**src/rtl/red_pitaya_decimator_block.sv**
```systemverilog
// Purpose : block-averaging decimator; sums 2^d consecutive samples and emits their floor mean.
// Latency : mean of a block appears one cycle after its last sample, with a one-cycle valid_o strobe.
// Backpr. : none; one sample is consumed every enabled cycle and the consumer must take every strobe.
//
// Ports:
//   clk_i    - system clock, rising edge
//   rst_i    - asynchronous active-high reset, clears all state
//   enable_i - 1 = run, 0 = discard the current partial block and hold dat_o
//   set_dec  - requested log2 decimation d, clamped to LOG2MAXDEC
//   dat_i    - signed input sample, one per cycle
//   dat_o    - signed registered block mean (arithmetic shift, rounds toward -inf)
//   valid_o  - one-cycle strobe marking a new dat_o (constantly high when d = 0)

module red_pitaya_decimator_block #(
   parameter int SIGNALBITS = 14,
   parameter int LOG2MAXDEC = 10,
   parameter int DECBITS    = 4
) (
   input  logic                         clk_i,
   input  logic                         rst_i,
   input  logic                         enable_i,
   input  logic [DECBITS-1:0]           set_dec,
   input  logic signed [SIGNALBITS-1:0] dat_i,
   output logic signed [SIGNALBITS-1:0] dat_o,
   output logic                         valid_o
);

   // Accumulator holds 2^LOG2MAXDEC full-scale samples without wrapping.
   localparam int AW = SIGNALBITS + LOG2MAXDEC;
   localparam int CW = LOG2MAXDEC + 1;
   localparam int QW = $clog2(LOG2MAXDEC + 1);

   logic signed [AW-1:0]         acc;
   logic [CW-1:0]                cnt;
   logic [QW-1:0]                dec_q;

   logic [QW-1:0]                d_eff;
   logic signed [AW-1:0]         sum;
   logic signed [SIGNALBITS-1:0] mean;
   logic                         blk_last;

   // Clamp the requested setting; settings that clamp to the same value
   // compare equal against dec_q and therefore do not restart a block.
   always_comb begin
      d_eff = QW'(set_dec);
      if (32'(set_dec) > LOG2MAXDEC) begin
         d_eff = QW'(LOG2MAXDEC);
      end
   end

   always_comb begin
      sum      = acc + AW'(dat_i);
      // Arithmetic shift of the signed sum: floor division by 2^dec_q.
      mean     = SIGNALBITS'(sum >>> dec_q);
      blk_last = (cnt == ((CW'(1) << dec_q) - CW'(1)));
   end

   always_ff @(posedge clk_i or posedge rst_i) begin
      if (rst_i) begin
         acc     <= '0;
         cnt     <= '0;
         dec_q   <= '0;
         dat_o   <= '0;
         valid_o <= 1'b0;
      end else if (!enable_i) begin
         // Partial block is thrown away; dat_o keeps the last mean and the
         // setting is still tracked so re-enable does not look like a change.
         acc     <= '0;
         cnt     <= '0;
         valid_o <= 1'b0;
         dec_q   <= d_eff;
      end else if (d_eff != dec_q) begin
         // New setting: restart block alignment, this cycle's sample is dropped.
         dec_q   <= d_eff;
         acc     <= '0;
         cnt     <= '0;
         valid_o <= 1'b0;
      end else if (blk_last) begin
         // Last sample of the block: publish and start the next block with
         // no gap cycle.
         dat_o   <= mean;
         valid_o <= 1'b1;
         acc     <= '0;
         cnt     <= '0;
      end else begin
         acc     <= sum;
         cnt     <= cnt + CW'(1);
         valid_o <= 1'b0;
      end
   end

endmodule

```
**config.mk**
```make
export PLATFORM = sky130hd
export DESIGN_NAME = red_pitaya_decimator_block
export DESIGN_NICKNAME = d
export VERILOG_FILES = /design/src/rtl/red_pitaya_decimator_block.sv
export SDC_FILE = /design/constraint.sdc
export NUM_CORES = 1
export LEC_CHECK = 0
export ABC_AREA = 1
export BUFFER_PORTS_ARGS = -buffer_cell sky130_fd_sc_hd__buf_2
export CELL_PAD_IN_SITES_DETAIL_PLACEMENT = 2
export CELL_PAD_IN_SITES_GLOBAL_PLACEMENT = 2
export CORE_ASPECT_RATIO = 0.75
export CORE_MARGIN = 2
export CORE_UTILIZATION = 36
export DETAILED_ROUTE_END_ITERATION = 8
export PLACE_DENSITY_LB_ADDON = 0.3
export SKIP_LAST_GASP = 1
export SYNTH_ARGS = -nofsm -noshare
export SYNTH_HDL_FRONTEND = slang
export SYNTH_SLANG_ARGS = --single-unit
```
**constraint.sdc**
```tcl
create_clock -name clk_i -period 7.05 [get_ports clk_i]
set_input_delay 1.41 -clock clk_i [delete_from_list [all_inputs] [get_ports clk_i]]
set_output_delay 1.41 -clock clk_i [all_outputs]
set_load 0.02 [all_outputs]
```
== Word-level counts from Yosys, hierarchy flattened ==
Cells that the tools add are included.
W data, S select, Z words.

* Input port bits: 21
* Logic and storage cells: 28
* Flip-flop bits (word level): 54

* Add/sub/neg operators: 3
* Bitwise operators: 1
* $lt $le $gt $ge: 1
* Reduce and logical (&&, ||, !) cells: 1
* Mux-type cells: 12
* Shift-type cells: 2
* Equality and inequality tests: 3

{| class="wikitable"
|+ Operators by type and width
! operator !! count
|-
| $mux W24 || 3
|-
| $mux W11 || 3
|-
| $add A24 B14 Y24 || 1
|-
| $sshr A24 B4 Y14 || 1
|-
| $mux W4 || 3
|-
| $add A11 B1 Y11 const B || 1
|-
| $eq A11 B11 Y1 || 1
|-
| $shl A1 B4 Y11 const A || 1
|-
| $sub A11 B1 Y11 const B || 1
|-
| $gt A4 B4 Y1 const B || 1
|-
| $ne A4 B4 Y1 || 1
|-
| $mux W1 || 3
|-
| $reduce_and A3 Y1 || 1
|-
| $ne A2 B1 Y1 const B || 1
|-
| $not A1 Y1 || 1
|}

== Logic depth before layout (Yosys ltp) ==
* Word-level depth: 6
* Gate-level depth with buffers: 18
* Mapped depth without buffers: 18

== Worst setup path before layout ==
Ideal clock, no wire load.

* Path type: input to register
* Start point: in dat_i[0]
* End point: reg dat_o[4]
* Slack: 3.829 ns
* Data required time: 6.966 ns
* Cell stages on the path: 12
* Data arrival time: 3.137 ns
* Path through: ha_1 > fa_1 > nand2_1 > nand2_1 > and2_1 > xnor2_1 > or2_2 > nand3_1 > nand3_1 > nand2_1 > nor2_1 > a21boi_0

* Longest elaborated chain between the ends: 2

{| class="wikitable"
|+ Ends and longest elaborated chain
! element !! line !! source
|-
| start, declared || 23 || <nowiki>input logic signed [SIGNALBITS-1:0] dat_i,</nowiki>
|-
| $add A24 B14 Y24 || 52 || <nowiki>sum = acc + AW'(dat_i);</nowiki>
|-
| $sshr A24 B4 Y14 || 54 || <nowiki>mean = SIGNALBITS'(sum >>> dec_q);</nowiki>
|-
| end signal, assigned || 81 || <nowiki>dat_o <= mean;</nowiki>
|-
| end, declared || 24 || <nowiki>output logic signed [SIGNALBITS-1:0] dat_o,</nowiki>
|}

Every way passes these cells.
A chain may end at the register's enable or synchronous reset.

== Worst setup path after layout ==
* Start point: reg dec_q[3]
* End point: reg acc[7]

* Longest elaborated chain between the ends: 6

{| class="wikitable"
|+ Ends and longest elaborated chain
! element !! line !! source
|-
| start, declared || 35 || <nowiki>logic [QW-1:0] dec_q;</nowiki>
|-
| start signal, assigned || 62 || <nowiki>dec_q <= '0;</nowiki>
|-
| start signal, assigned || 71 || <nowiki>dec_q <= d_eff;</nowiki>
|-
| start signal, assigned || 74 || <nowiki>dec_q <= d_eff;</nowiki>
|-
| $shl A1 B4 Y11 || 55 || <nowiki>blk_last = (cnt == ((CW'(1) << dec_q) - CW'(1)));</nowiki>
|-
| $sub A11 B1 Y11 || 55 ||
|-
| $eq A11 B11 Y1 || 55 ||
|-
| $mux W24 || 78 || <nowiki>end else if (blk_last) begin</nowiki>
|-
| $mux W24 * || 72 || <nowiki>end else if (d_eff != dec_q) begin</nowiki>
|-
| $mux W24 * || 65 || <nowiki>end else if (!enable_i) begin</nowiki>
|-
| end signal, assigned || 86 || <nowiki>acc <= sum;</nowiki>
|-
| end, declared || 33 || <nowiki>logic signed [AW-1:0] acc;</nowiki>
|}

Mark *: on every way between the ends. The rest lies on a longest branch, timed or not.

==> results <==
- Counting instances in the post-synthesis netlist gives the leading cell types as sky130_fd_sc_hd__nand2_1, sky130_fd_sc_hd__nand3_1, sky130_fd_sc_hd__inv_1.
- Cells fill 40.5% of the core in the end.
- After floorplanning, the core was divided into 37 placement rows.
- The leakage power figure is 3.16 nW.
- The most instantiated flip-flop cell in the synthesis netlist is sky130_fd_sc_hd__dfrtp_1.
- The internal cell power is 0.000560 W.
- The net load switching power is 0.000319 W.
- The number of warnings reported in the yosys synthesis log is 0.
- Combinational logic is responsible for 28.3% of the overall power.
- The global-route wire length before repair is 33000 um.
- The clock network power share is 34.8%.
- The startpoint-to-endpoint class of the critical path is register to register.
- The number of global-route vias before repair is 6049.
- Of all cell types, the one taking the most synthesized area is sky130_fd_sc_hd__dfrtp_1.
- After layout, the minimum clock period comes to 4130 ps.
- The CTS H-tree depth is 2.
- The detailed router finished its first iteration with 280 violations.
- At the end of the flow, the number of nets in the layout was 901.
- The proportion of synthesized flip-flops having asynchronous set or reset is 100%.
- After routing the design area is 5590 sq um.
- The estimated wirelength of the detail-placed design is 16000 um.
- The origin of the critical flop-to-flop path is dec_q[3]$_DFFE_PP0P_.
- The worst register-to-register path has a setup slack of 2920 ps.
- The count of inserted antenna diode cells is 0.
- For this design, the sink count on the clock tree is 54.
- The chip width is 141 um.
- In this run the standard cell core region covers 13800 sq um.
- The die covers 15100 sq um.
- Among all cell types in the netlist, the one instantiated most often is sky130_fd_sc_hd__nand2_1.
- Of the available clock period, the critical path in the final layout requires 58.6%.
- The flow ran to the end, and the final reports show no timing, DRC or antenna violations.
- The final setup violation count is 0.
- The worst reg2reg path endpoint is acc[7]$_DFF_PP0_.
- The synthesized netlist occupies a cell area of 5100 sq um.
- 36 I/O pins were placed.
- The number of cells on the worst reg-to-reg path is 13.
- Dividing the detail-routed wire length by the instance count gives 19.6 um.
- The distinct cell type count of the synthesized netlist is 42.
- The final-report max-slew violation count was 0.
- Clock-pin slew was measured on the worst setup and hold paths at 80 ps.
- The first detailed-routing pass ran for 4 iterations.
- Counting instances, the worst hold path has a depth of 1.
- Of the post-synthesis cell area, the dominant cell type holds 26.5%.
- The sequential fraction of design power is 36.9%.
- In this run, synthesis inferred 0 flip-flops with an integrated enable.
- Setup repair after global routing left no endpoint under its margin.
- For this configuration, the core starts out at a cell density of 37.0%.
- The highest clock frequency the design can meet is 242 MHz.
- Input and output buffers added on the ports amount to 35.
- The critical path starts at dec_q[3]$_DFFE_PP0P_.
- The net count of the mapped netlist is 875.
- Max-cap violations in this run came to 0.
- The number of antenna violations at the first check in global routing is 0.
- For the final routed database, the setup TNS stands at 0 ps.
- The hold violation total from the final report came to 0.
- The fraction of layout instances using a drive strength above 1 is 9.12%.
- The clock insertion delay at the later pin of the skew report is 310 ps.
- The power density relative to cell area is 157 nW/um^2.
- The post-placement cell count is 1022.
- TritonCTS built the clock tree.
- The endpoint class of the critical path is a register.
- The routability congestion estimate from global placement is 0.894.
- In this run, synthesis produced a sequential element count of 54.
- The worst min-delay path category is register to register.
- The via density per instance is 5.34.
- The count of filler cells inserted in the layout is 1773.
- The worst voltage drop across the vdd grid is 0.0940 mV.
- The count of cells resized by post-cts repair is 0.
- The routed layout has 5502 vias.
- The die is 107 um tall.
- Averaged over all synthesized cells, the footprint is 6.16 sq um.
- The number of antenna-violating nets in the routed design is 0.
- After detailed placement, the total cell area comes to 5420 sq um.
- For the pin with the worst max-slew slack, the measured transition is 976 ps.
- The number of clock buffers added by TritonCTS is 5.
- For the worst setup path, the data arrival time is 4310 ps.
- In this run the worst setup path terminates at acc[7]$_DFF_PP0_.
- In the synthesized netlist, the number of instances is 828.
- The non-filler instance count after layout is 1030.
- Ranked by total cell area, the synthesized netlist is headed by sky130_fd_sc_hd__dfrtp_1, sky130_fd_sc_hd__nand2_1, sky130_fd_sc_hd__nand3_1, sky130_fd_sc_hd__inv_1, sky130_fd_sc_hd__ha_1.
- Sequential elements use 26.5% of the synthesized area.
- CTS placed an instance of sky130_fd_sc_hd__clkbuf_16 at the clock tree root.
- The element type at the critical path start is a register.
- From synthesis to final layout, the design area changed by 9.55%.
- Across every metal layer, demand over resource in global routing totals 27.9%.
- In the routed design, unresolved DRC markers number 0.
- The worst-case clock skew is 4.32 ps.
- Buffers added to address setup during post-CTS repair amount to 0.
- The fraction of power spent switching nets is 36.3%.
- The largest net degree at the start of global routing is 55.
- The data required time at the worst endpoint is 7230 ps.
- The total overflow left after global routing is 0.
- In this run the deepest clock path goes through 2 buffers.
- Hold repair after CTS inserted 0 buffers.
- The post-layout total power is 0.000878 W.
- The largest fanout on the critical path is 19.
- The worst-case headroom to the max-slew limit is 34.9%.
- The total routed wirelength is 20200 um.
-- power by group through the flow --
stage | registers (W) | clock network, W | logic (W)
2_1_floorplan | 0.000330 | 0 | 0.000169
3_3_place_gp | 0.000330 | 0 | 0.000229
3_5_place_dp | 0.000330 | 0 | 0.000244
4_1_cts | 0.000324 | 0.000312 | 0.000249
5_1_grt | 0.000325 | 0.000321 | 0.000279
6_report | 0.000324 | 0.000306 | 0.000249
-- cell type report --
type                            count  area, sq um  share of cell area (%)
Inverter                          122          458                    8.20
Clock inverter                      2         37.5                   0.672
Sequential cell                    54         1350                    24.2
Timing Repair Buffer               40          213                    3.81
Tap cell                          175          219                    3.92
Clock buffer                        6          129                    2.31
Multi-Input combinational cell    631         3180                    56.9
-- cells by family after synthesis --
kind of cell | synth area share, %
compound gates | 7.29
flops | 26.5
fa+ha+maj | 6.53
simple gates | 44.0
xor+xnor | 4.47
buf+inv | 11.2
-- sequential cells by signal (all words and copies together), names as in the netlist --
signal / count
acc: 24
valid_o: 1
dec_q: 4
cnt: 11
dat_o: 14
-- critical path: stages, from the launching register on --
cell                      delay, ps
sky130_fd_sc_hd__dfrtp_1        590
sky130_fd_sc_hd__nor2_2         590
sky130_fd_sc_hd__nand2_1        230
sky130_fd_sc_hd__ha_1           360
sky130_fd_sc_hd__xnor2_1        150
sky130_fd_sc_hd__nor3_1         250
sky130_fd_sc_hd__nand2_1        100
sky130_fd_sc_hd__nor2_1         140
sky130_fd_sc_hd__nand2_1         60
sky130_fd_sc_hd__nor2_1         110
sky130_fd_sc_hd__nand2_1        130
sky130_fd_sc_hd__o21ai_2        770
sky130_fd_sc_hd__buf_4          400
sky130_fd_sc_hd__nor2_1         100
-- through the flow --
step / setup slack [ps] / hold WS, ps
final: 2920 / 579
after global placement: 3180 / 551
after global routing: 2580 / 612
after CTS: 2910 / 589
after floorplan: 3830 / 507
after detailed placement: 2930 / 577
-- per-layer routing --
layer / share of wire [%] / GRT usage (%)
met5: 0 / 0
met1: 48 / 38.6
met3: 3.8 / 4.33
met4: 1.2 / 5.29
met2: 47 / 46.5
-- worst min-delay path by stage --
stage                         startpoint                    to  slack (ps)
detailed placement      cnt[0]$_DFF_PP0_      cnt[0]$_DFF_PP0_         580
finish                  cnt[0]$_DFF_PP0_      cnt[0]$_DFF_PP0_         580
global placement    dat_o[8]$_DFFE_PP0P_  dat_o[8]$_DFFE_PP0P_         550
floorplan               cnt[0]$_DFF_PP0_      cnt[0]$_DFF_PP0_         510
global route            cnt[0]$_DFF_PP0_      cnt[0]$_DFF_PP0_         610
CTS                     cnt[0]$_DFF_PP0_      cnt[0]$_DFF_PP0_         590
-- cell usage in the layout, fill, tap and decap left out, drive strengths merged, types with 2 or more instances in the layout --
cell type  count
xnor2          9
nor2          82
a21oi         31
inv          122
nor3           8
o21ai          9
nor3b          2
clkbuf         6
dfrtp         54
nand4         10
xor2          17
buf           40
ha            25
nand3        138
nand2        260
or2           16
o211ai         2
a21boi        11
Power figures use the tool's default switching activity.
